<file path="src/rtl/alu_pkg.sv">
// rtl/alu_pkg.sv - shared ALU definitions: flag bit order and sequencer states
// Used by every ALU op (LSR, LSL, ADD, ...) so all agree on the [N,Z,C,V] layout.
package alu_pkg;

  // Flag vector bit positions, bit3..bit0 = N,Z,C,V
  localparam int FLG_N = 3;
  localparam int FLG_Z = 2;
  localparam int FLG_C = 1;
  localparam int FLG_V = 0;

  // Multi-cycle op sequencer states
  typedef enum logic [1:0] {
    IDLE  = 2'd0,
    SHIFT = 2'd1,
    DONE  = 2'd2
  } alu_state_e;

endpackage

</file>
<file path="src/rtl/lsl_flag_gen.sv">
// rtl/lsl_flag_gen.sv - combinational [N,Z,C,V] generator for shift ops
// Ports:
//   acc      in  WIDTH  final shifted value
//   c_reg    in  1      last bit shifted out (or carried-in C when no shift)
//   s        in  1      1 = compute new flags, 0 = pass flag_lat through
//   flag_lat in  4      flags latched at operation start
//   flag     out 4      resulting flag vector
module lsl_flag_gen
  import alu_pkg::*;
#(
  parameter int WIDTH = 32
) (
  input  logic [WIDTH-1:0] acc,
  input  logic             c_reg,
  input  logic             s,
  input  logic [3:0]       flag_lat,
  output logic [3:0]       flag
);

  always_comb begin
    flag = flag_lat;
    if (s) begin
      flag[FLG_N] = acc[WIDTH-1];
      flag[FLG_Z] = (acc == '0);
      flag[FLG_C] = c_reg;
      // V is never touched by a shift
    end
  end

endmodule

</file>
<file path="src/rtl/lsl_seq.sv">
// rtl/lsl_seq.sv - multi-cycle logical shift left, one bit per clock, with flags
// Ports:
//   clk      in  1      rising-edge clock
//   rst_n    in  1      asynchronous active-low reset
//   start    in  1      request pulse, sampled only in IDLE
//   in1      in  WIDTH  operand
//   in2      in  SH_W   shift amount
//   s        in  1      flag-update enable
//   flag_in  in  4      current flags [N,Z,C,V]
//   busy     out 1      accept edge .. DONE-exit edge
//   done     out 1      one-cycle completion pulse
//   result   out WIDTH  shifted value, held until next completion
//   new_flag out 4      updated flags, held like result
module lsl_seq
  import alu_pkg::*;
#(
  parameter int WIDTH = 32,
  parameter int SH_W  = 4
) (
  input  logic             clk,
  input  logic             rst_n,
  input  logic             start,
  input  logic [WIDTH-1:0] in1,
  input  logic [SH_W-1:0]  in2,
  input  logic             s,
  input  logic [3:0]       flag_in,
  output logic             busy,
  output logic             done,
  output logic [WIDTH-1:0] result,
  output logic [3:0]       new_flag
);

  alu_state_e       state_q, state_d;
  logic [WIDTH-1:0] acc_q, acc_d;
  logic [SH_W-1:0]  cnt_q, cnt_d;
  logic             c_q, c_d;
  logic             s_q, s_d;
  logic [3:0]       flg_q, flg_d;
  logic             busy_q, busy_d;
  logic             done_q, done_d;
  logic [WIDTH-1:0] result_q, result_d;
  logic [3:0]       new_flag_q, new_flag_d;
  logic [3:0]       gen_flag;

  lsl_flag_gen #(.WIDTH(WIDTH)) u_flag_gen (
    .acc      (acc_q),
    .c_reg    (c_q),
    .s        (s_q),
    .flag_lat (flg_q),
    .flag     (gen_flag)
  );

  always_comb begin
    state_d    = state_q;
    acc_d      = acc_q;
    cnt_d      = cnt_q;
    c_d        = c_q;
    s_d        = s_q;
    flg_d      = flg_q;
    busy_d     = busy_q;
    done_d     = 1'b0;
    result_d   = result_q;
    new_flag_d = new_flag_q;

    case (state_q)
      IDLE: begin
        if (start) begin
          acc_d   = in1;
          cnt_d   = in2;
          // Seeding with the incoming C makes a zero-length shift keep C
          c_d     = flag_in[FLG_C];
          s_d     = s;
          flg_d   = flag_in;
          busy_d  = 1'b1;
          state_d = SHIFT;
        end
      end
      SHIFT: begin
        if (cnt_q != '0) begin
          acc_d = {acc_q[WIDTH-2:0], 1'b0};
          c_d   = acc_q[WIDTH-1];
          cnt_d = cnt_q - SH_W'(1);
        end else begin
          result_d   = acc_q;
          new_flag_d = gen_flag;
          done_d     = 1'b1;
          state_d    = DONE;
        end
      end
      DONE: begin
        busy_d  = 1'b0;
        state_d = IDLE;
      end
      default: begin
        busy_d  = 1'b0;
        state_d = IDLE;
      end
    endcase
  end

  always_ff @(posedge clk or negedge rst_n) begin
    if (!rst_n) begin
      state_q    <= IDLE;
      acc_q      <= '0;
      cnt_q      <= '0;
      c_q        <= 1'b0;
      s_q        <= 1'b0;
      flg_q      <= 4'b0000;
      busy_q     <= 1'b0;
      done_q     <= 1'b0;
      result_q   <= '0;
      new_flag_q <= 4'b0000;
    end else begin
      state_q    <= state_d;
      acc_q      <= acc_d;
      cnt_q      <= cnt_d;
      c_q        <= c_d;
      s_q        <= s_d;
      flg_q      <= flg_d;
      busy_q     <= busy_d;
      done_q     <= done_d;
      result_q   <= result_d;
      new_flag_q <= new_flag_d;
    end
  end

  assign busy     = busy_q;
  assign done     = done_q;
  assign result   = result_q;
  assign new_flag = new_flag_q;

  // Shifts longer than the operand are only reachable with a widened SH_W
  a_shift_range: assert property (@(posedge clk) disable iff (!rst_n)
    (state_q == IDLE && start) |-> (int'(in2) <= WIDTH));

endmodule

</file>
<file path="config.mk">
export PLATFORM = sky130hd
export DESIGN_NAME = lsl_seq
export DESIGN_NICKNAME = d
export VERILOG_FILES = /design/src/rtl/alu_pkg.sv /design/src/rtl/lsl_flag_gen.sv /design/src/rtl/lsl_seq.sv
export SDC_FILE = /design/constraint.sdc
export NUM_CORES = 1
export LEC_CHECK = 0
export BUFFER_PORTS_ARGS = -buffer_cell sky130_fd_sc_hd__buf_2
export CAP_MARGIN = 20
export CORE_AREA = 2 2 85 87
export DETAILED_ROUTE_END_ITERATION = 7
export DIE_AREA = 0 0 87 89
export MAX_ROUTING_LAYER = met4
export PLACE_DENSITY = 0.73
export SYNTH_ARGS = -nofsm -noshare
export SYNTH_HDL_FRONTEND = slang
export SYNTH_SLANG_ARGS = --single-unit
</file>
<file path="constraint.sdc">
create_clock -name clk -period 1.9 [get_ports clk]
set_input_delay 0.38 -clock clk [delete_from_list [all_inputs] [get_ports clk]]
set_output_delay 0.38 -clock clk [all_outputs]
set_load 0.1 [all_outputs]
</file>
# After elaboration in Yosys (flattened, before gate mapping)

Cells that the tools add are included.

Register bits: 82
Bits in latches: 0
RAM bits: 0
Bits in read-only memories: 0
Bits of input ports: 44
Memories kept: 0

Add/sub/neg operators: 1
Multipliers: 0
Divide/modulo/power cells: 0
Magnitude comparators: 0
Equal/unequal tests: 4
Shift operators: 0
Muxes and demuxes: 17
Bitwise logic cells: 2
Reduce and logical (&&, ||, !) cells: 9

Operators with widths:

| kind                                              | count |
|---|---|
| two-way mux 32 bit                                | 2 |
| case mux 32 bit (2 select lines)                  | 1 |
| logical NOT 32 bit                                | 1 |
| two-way mux 4 bit                                 | 2 |
| case mux 4 bit (2 select lines)                   | 1 |
| AND reduction 2 bit                               | 4 |
| inequality test 2 bit (second input constant)     | 3 |
| two-way mux 1 bit                                 | 5 |
| two-way mux 2 bit                                 | 2 |
| case mux 1 bit (2 select lines)                   | 2 |
| case mux 2 bit (2 select lines)                   | 1 |
| nonzero test 4 bit                                | 1 |
| subtractor 4 x 1 -> 4 bit (second input constant) | 1 |
| two-way mux 3 bit                                 | 1 |
| AND reduction 3 bit                               | 1 |
| == test 2 x 1 -> 1 bit (second input constant)    | 1 |
| logical NOT 2 bit                                 | 1 |
| inverter 1 bit                                    | 2 |
| nonzero test 2 bit                                | 1 |

# Depth between registers and ports, before layout

Gate-level depths: netlist (run 1).

Depth after elaboration: 3
Gate-level depth with buffers: 8
Mapped depth without buffers: 7

# Modules after synthesis

Synthesis (run 1) repeated with hierarchy kept, for this count alone.

Cell total of the unflattened synthesis: 288
Area, all modules: 3,788.6 um^2

Modules (own cells, without submodules):

| module       | instances | cells an instance | area each (um^2) |
|---|---|---|---|
| lsl_seq      | 1         | 272               | 3,664.8 |
| lsl_flag_gen | 1         | 16                | 123.9 |

# Worst setup path before layout (run 1)

Ideal clock, no wire load.

Path kind: register to register
Start: reg cnt_q[0]
End: reg new_flag_q[2] (netlist: new_flag[2])
Setup time: 124 ps
Arrival time: 1,391 ps
Required time: 1,776 ps
Slack: 385 ps
Stages on the path, launching flop included: 7
Path buffers: 1
Period minus slack after synthesis: 1,515 ps
Cells stage by stage: dfrtp_1 -> inv_1 -> ha_1 -> nor3b_2 -> nand2_1 -> buf_2 -> a211o_1

Word-level cells in the longest chain between the ends: 3

Ends and longest elaborated chain:

| item                                 | line           | text |
|---|---|---|
| start: declaration                   | lsl_seq.sv:35  | `logic [SH_W-1:0] cnt_q, cnt_d;` |
| start signal: assignment             | lsl_seq.sv:116 | `cnt_q <= cnt_d;` |
| nonzero test 4 bit                   | lsl_seq.sv:79  | `if (cnt_q != '0) begin` |
| inverter 1 bit (no source line)      | -              |  |
| AND reduction 2 bit (no source line) | -              |  |
| end signal: assignment               | lsl_seq.sv:123 | `new_flag_q <= new_flag_d;` |
| end: declaration                     | lsl_seq.sv:42  | `logic [3:0] new_flag_q, new_flag_d;` |

Every way passes these cells.
A chain may end at the register's enable or synchronous reset.

# Worst setup path in the final report (run 1)

Start: reg cnt_q[0]
End: reg result_q[13] (netlist: result[13])

Word-level cells in the longest chain between the ends: 3

Ends and longest elaborated chain:

| item                                 | line           | text |
|---|---|---|
| nonzero test 4 bit                   | lsl_seq.sv:79  |  |
| inverter 1 bit (no source line)      | -              |  |
| AND reduction 2 bit (no source line) | -              |  |
| end signal: assignment               | lsl_seq.sv:122 | `result_q <= result_d;` |
| end: declaration                     | lsl_seq.sv:41  | `logic [WIDTH-1:0] result_q, result_d;` |

Every way passes these cells.

==> flow_summary.json, run 1 <==
{
  "cts_setup_buffers": 0,
  "met3_usage_pct": 5.63,
  "synth_flop_cell": "dfrtp_1",
  "crit_type": "flop to flop",
  "drv_cap": 0,
  "grt_most_used_layer": "met2",
  "crit_buf_inv": 3,
  "portBuffers": 81,
  "area_growth_pct": 21.5,
  "synth_seq_cells": 82,
  "max_freq_mhz": 576,
  "reg2reg_to": "result[13]$_DFFE_PN0P_",
  "cts_num_sinks": 82,
  "wl_per_cell_um": 14.4,
  "grt_pass1_vias": 2697,
  "antenna_cells_inserted": 0,
  "synth_edf_count": 0,
  "die_w_um": 87,
  "async_flop_share_pct": 100,
  "crit_top_cell": "nand2_1",
  "r2r_slack_ns": 0.16,
  "post_dp_cell_area_um2": 4030,
  "grt_pass1_wl_um": 13000,
  "critPathLaunch": "cnt_q[0]$_DFFE_PN0P_",
  "vias": 2914,
  "synth_area_um2": 3500,
  "worst_pin_slew_ns": 0.492,
  "maxSlewViolCount": 0,
  "seqCellArea_um2": 2050,
  "holdPathStages": 3,
  "cp_data_arrival_time_ns": 2.01,
  "die_area_um2": 7740,
  "crit_family": "simple AND/OR/NAND/NOR gates",
  "drive_above_1_share_pct": 24.5,
  "gp_congestion": 0.814,
  "min_from": "in1[0]",
  "globalRouteOverflowTotal": 0,
  "synth_top_area_share_pct": 58.7,
  "clock_path_buffers": 2,
  "reg2reg_from": "cnt_q[0]$_DFFE_PN0P_",
  "slew-limit-headroom_pct": 67.5,
  "clk_pin_slew_worst_paths_ns": 0.07,
  "drtAntennaViolNets": 0,
  "yosys.area.top_type": "dfrtp_1",
  "coreArea_um2": 6720,
  "max_stage_delay_ns": 0.38,
  "crit_fanout": 16,
  "clk_latency_ns": 0.34,
  "dr.pass1.iters": 4,
  "synth.top_cells.by_area": "dfrtp_1 59%, nand2_1 18%, a31oi_1 5.7%",
  "finalWirelength_um": 7990,
  "fp-row-count": 30,
  "cp.depth": 8,
  "seq_area_frac_synth_pct": 58.7,
  "cp_slowest_cell": "dfrtp_1",
  "tns_ns": 0,
  "cts_tree": "yes",
  "ioPinCount": 82,
  "rsz0062_at_grt": "false",
  "htreeDepth": 3,
  "viasPerCell": 5.26,
  "multi_input_area_um2": 1290,
  "nets": 516,
  "skew_ns": 0.00685,
  "netlist_instances": 391,
  "period_minus_slack_ns": 1.74,
  "numCtsBuffers": 9,
  "holdPathEnd": "acc_q[0]$_DFFE_PN0P_",
  "met1_usage_pct": 30.0,
  "n_fill_cell": 557,
  "drc": 0,
  "cp.required_ns": 2.18,
  "postSynthAreaPerCell_um2": 8.95,
  "synth.distinct_cells": 31,
  "hold_violations": 0,
  "fin_crit_sh_pct": 91.4,
  "cts-root-buf": "clkbuf_8",
  "r2r_cells": 8,
  "crit_chain": "inv_1 -> ha_1 -> nor3b_2 -> nand2_2 -> inv_2 -> buf_12 -> nand2_1 -> nand2_1",
  "hp-class": "primary input to flop",
  "setup_viol_count_final": 0,
  "yosysWarningCount": 0,
  "syn_nets": 436,
  "final_area_um2": 4250,
  "drt_iter0_markers": 197,
  "start_util_pct": 52.1,
  "grt_max_degree": 44,
  "grt_antenna_before_repair": 0,
  "die_y_um": 89,
  "place_hpwl_um": 5510,
  "status": "finished, final reports clean",
  "startpoint_type": "flop",
  "cp-end-kind": "flop",
  "gr-usage-met2_pct": 35.2,
  "grtUsageTotal_pct": 22.7
}
## worst max path at each step
stage	to	slack, ns
floorplan	new_flag[2]$_DFFE_PN0P_	0.39
global placement	result[16]$_DFFE_PN0P_	0.22
detailed placement	result[17]$_DFFE_PN0P_	0.13
CTS	result[13]$_DFFE_PN0P_	0.11
global route	result[13]$_DFFE_PN0P_	0.03
finish	result[13]$_DFFE_PN0P_	0.16
## Yosys cell counts (2+ instances only)
library cell	instances
o211ai_1	2
nand2_1	167
o21ai_0	7
buf_2	11
nor4_1	7
nor3b_1	2
clkbuf_1	9
nor2_1	34
inv_1	6
nor3_1	2
a31oi_1	32
mux2_2	5
dfrtp_1	82
nand3_1	4
mux2i_1	2
buf_6	4
## per-layer routing
layer / part of all wire [%] / up-vias
met1: 45 / 1380
met5: 0 / -
met3: 5.6 / 11
met2: 48 / 93
li1: - / 1430
met4: 1.5 / 0
## what timing repair did
| item | 4_1_cts | 5_1_grt |
|---|---|---|
| hold buffers | 1 | 0 |
| resized for setup | 0 | 1 |
| endpoints found under the hold margin | 30 | 0 |
| endpoints found under the setup margin | 0 | 23 |
## per-stage QoR
step                hold WS (ns)  cells  utilization [%]  setup WS (ns)
finish                     0.259    554             63.3          0.163
global route               0.254    554             63.3         0.0320
CTS                        0.252    554             63.2          0.115
detailed placement         0.355    539             60.0          0.132
global placement           0.348    539             60.0          0.218
floorplan                 0.0844    391                -          0.385
## registers in the layout, indices dropped and copies added, names as in the netlist
register and count:
acc_q 32, result 32, cnt_q 4, flg_q 4, new_flag 4, state_q 2
busy 1, c_q 1, done 1, s_q 1
## placed cells by master (no fill, tap or decap), types with 2 or more instances in the layout
| cell type | netlist | final |
|---|---|---|
| dfrtp_1 | 82 | 82 |
| nor2_1 | 34 | 34 |
| o211ai_1 | 2 | 2 |
| nor3b_1 | 2 | 2 |
| nand3_1 | 4 | 4 |
| buf_4 | 1 | 8 |
| bufinv_16 | 0 | 2 |
| buf_2 | 11 | 80 |
| mux2i_1 | 2 | 2 |
| nor3_1 | 2 | 2 |
| nor4_1 | 7 | 7 |
| clkbuf_8 | 0 | 10 |
| buf_12 | 0 | 5 |
| a31oi_1 | 32 | 32 |
| nand2_1 | 167 | 166 |
| mux2_2 | 5 | 5 |
| inv_1 | 6 | 6 |
| o21ai_0 | 7 | 7 |
## kinds of logic after synthesis
logic type	count (synthesis)	synth area share (%)
compound gates	47	8.51
xor+xnor	1	0.250
fa+ha+maj	1	0.358
buf+inv	32	4.79
flops	82	58.7
mux	7	2.18
simple gates	221	25.3
## tightest hold or removal path, cell delays in order
cell	delay [ns]
buf_2	0.07
nand2_1	0.04
o21ai_0	0.06
## layout make-up
cell class              instances  area share [%]
flip-flops and latches         82            48.3
multi-input cells             277            30.5
repair buffers                 94            13.4
clock buffers                  11            3.33
well taps                      80            2.36
clock inverters                 3            1.53
inverters                       7           0.618
Power of run 1 is not shown: default switching activity piles up to over one toggle a cycle in this logic, so the estimate is an artifact.
==> run 2, diff against run 1 <==
- CORE_AREA: 2 2 85 87 -> 2 2 101 73
- DIE_AREA: 0 0 87 89 -> 0 0 103 75
- PLACE_DENSITY: 0.73 -> 0.74
==> run 2 against run 1 <==
Register-to-register slack improved by 0.03 ns. Core utilization fell by 0.21 points. Worst setup slack improved by 0.028 ns. Clock skew rose by 0.0021 ns. Cell count rose by 2.7%. Global-route usage rose by 0.89 points. Via count rose by 0.31%. Highest routed layer unchanged. Critical path type unchanged. Die area fell by 0.23%. Sequential cell count did not move. Count of clock-buffer cells in the layout did not move. Wire length rose by 0.96%.
==> flow_summary.json, run 2 (synthesis results as in run 1) <==
{
  "clock_path_buffers": 2,
  "htreeDepth": 3,
  "area_growth_pct": 20.6,
  "cts_tree": "yes",
  "utilization_pct": 63.0,
  "crit_type": "flop to flop",
  "fin_crit_sh_pct": 89.9,
  "grt_pass1_wl_um": 13400,
  "layout_common_cells": "167 x nand2_1, 82 x dfrtp_1, 80 x buf_2",
  "cts-root-buf": "clkbuf_8",
  "maxSlewViolCount": 0,
  "finalWirelength_um": 8070,
  "antenna_cells_inserted": 0,
  "final_common_cell": "nand2_1",
  "clk_latency_ns": 0.35,
  "numCtsBuffers": 9,
  "gp_congestion": 0.889,
  "die_y_um": 75,
  "wl_per_cell_um": 14.2,
  "drt_iter0_markers": 182,
  "drive_above_1_share_pct": 25.1,
  "nets": 515,
  "die_w_um": 103,
  "drtAntennaViolNets": 0,
  "ioPinCount": 82,
  "hp-class": "primary input to asynchronous set/reset pin",
  "die_area_um2": 7730,
  "setup_viol_count_final": 0,
  "max_freq_mhz": 585,
  "place_hpwl_um": 5670,
  "grtUsageTotal_pct": 23.6,
  "dr.pass1.iters": 4,
  "n_fill_cell": 618,
  "layout.cells.non_filler": 569,
  "vias": 2923,
  "crit_fanout": 10,
  "tns_ns": 0,
  "worst_pin_slew_ns": 0.521,
  "start_util_pct": 52.3,
  "fp-row-count": 25,
  "drv_cap": 0,
  "clk_pin_slew_worst_paths_ns": 0.08,
  "startpoint_type": "flop",
  "viasPerCell": 5.14,
  "grt_pass1_vias": 2714,
  "cts_num_sinks": 82,
  "skew_ns": 0.00891,
  "globalRouteOverflowTotal": 0,
  "cp.required_ns": 2.19,
  "cp-end-kind": "flop",
  "dp.cells": 553,
  "rsz0062_at_grt": "false",
  "slew-limit-headroom_pct": 65.2,
  "grt_max_degree": 60,
  "cp_data_arrival_time_ns": 2.00,
  "coreArea_um2": 6690,
  "portBuffers": 81,
  "multi_input_area_um2": 1300,
  "status": "finished, final reports clean",
  "cts_hold_buf": 0,
  "seqCellArea_um2": 2050,
  "period_minus_slack_ns": 1.71,
  "grt_antenna_before_repair": 0,
  "drc": 0,
  "hold_violations": 0
}
==> run 2: changes by cell type in the layout (fill, tap and decap cells not counted) <==
cell | previous run | this run
clkbuf_8 | 10 | 11
nor4_2 | 0 | 1
buf_4 | 8 | 10
buf_12 | 5 | 3
bufinv_16 | 2 | 0
clkinv_4 | 0 | 3
clkinvlp_4 | 0 | 1
dlygate4sd3_1 | 1 | 0
clkbuf_1 | 1 | 0
nand2_1 | 166 | 167
nor4_1 | 7 | 6
nand2_2 | 1 | 0
==> run 2: stage by stage <==
stage               instance area [µm²]  hold slack (ns)  setup WS (ns)
floorplan                          3500           0.0844          0.385
global placement                   4020            0.393          0.290
detailed placement                 4020            0.395          0.160
CTS                                4210          0.00594          0.138
global route                       4220           0.0248        0.00897
finish                             4220          0.00414          0.191
==> run 2: worst max-delay path, stage by stage, from the launching register on <==
cell	delay (ns)
dfrtp_1	0.38
inv_1	0.09
ha_1	0.18
nor3b_2	0.27
nand2_1	0.23
inv_2	0.17
buf_4	0.19
nand2_1	0.07
nand2_1	0.06
==> run 2: routing by layer <==
metal	global-route usage [%]	part of all wire, %	up-vias
met2	34.0	43	89
li1	-	-	1436
met3	5.48	6.2	4
met5	-	0	-
met1	34.1	50	1394
met4	6.14	0.58	0
==> run 2: final cells by class <==
class	instances	share of cell area (%)
Inverter	7	0.623
Tap cell	94	2.79
Clock buffer	11	3.59
Timing Repair Buffer	93	12.7
Sequential cell	82	48.6
Clock inverter	5	0.919
Multi-Input combinational cell	277	30.8
==> run 2: final timing paths <==
check	startpoint	cells past startpoint	endpoint	slack, ns
max	cnt_q[0]$_DFFE_PN0P_	8	result[24]$_DFFE_PN0P_	0.19
min reg2reg	result[14]$_DFFE_PN0P_	2	result[14]$_DFFE_PN0P_	0.47
min in group clk	in1[0]	3	acc_q[0]$_DFFE_PN0P_	0.23
min	rst_n	1	busy$_DFFE_PN0P_	0.004
max in group asynchronous	rst_n	2	acc_q[11]$_DFFE_PN0P_	1.33
max reg2reg	cnt_q[0]$_DFFE_PN0P_	8	result[24]$_DFFE_PN0P_	0.19
==> run 2: repair_timing <==
| item | CTS | global route |
|---|---|---|
| setup endpoints to repair | 0 | 1 |
| buffers inserted | 0 | 0 |
| gates resized for setup | 0 | 1 |
Power of run 2 is left out for the same reason.
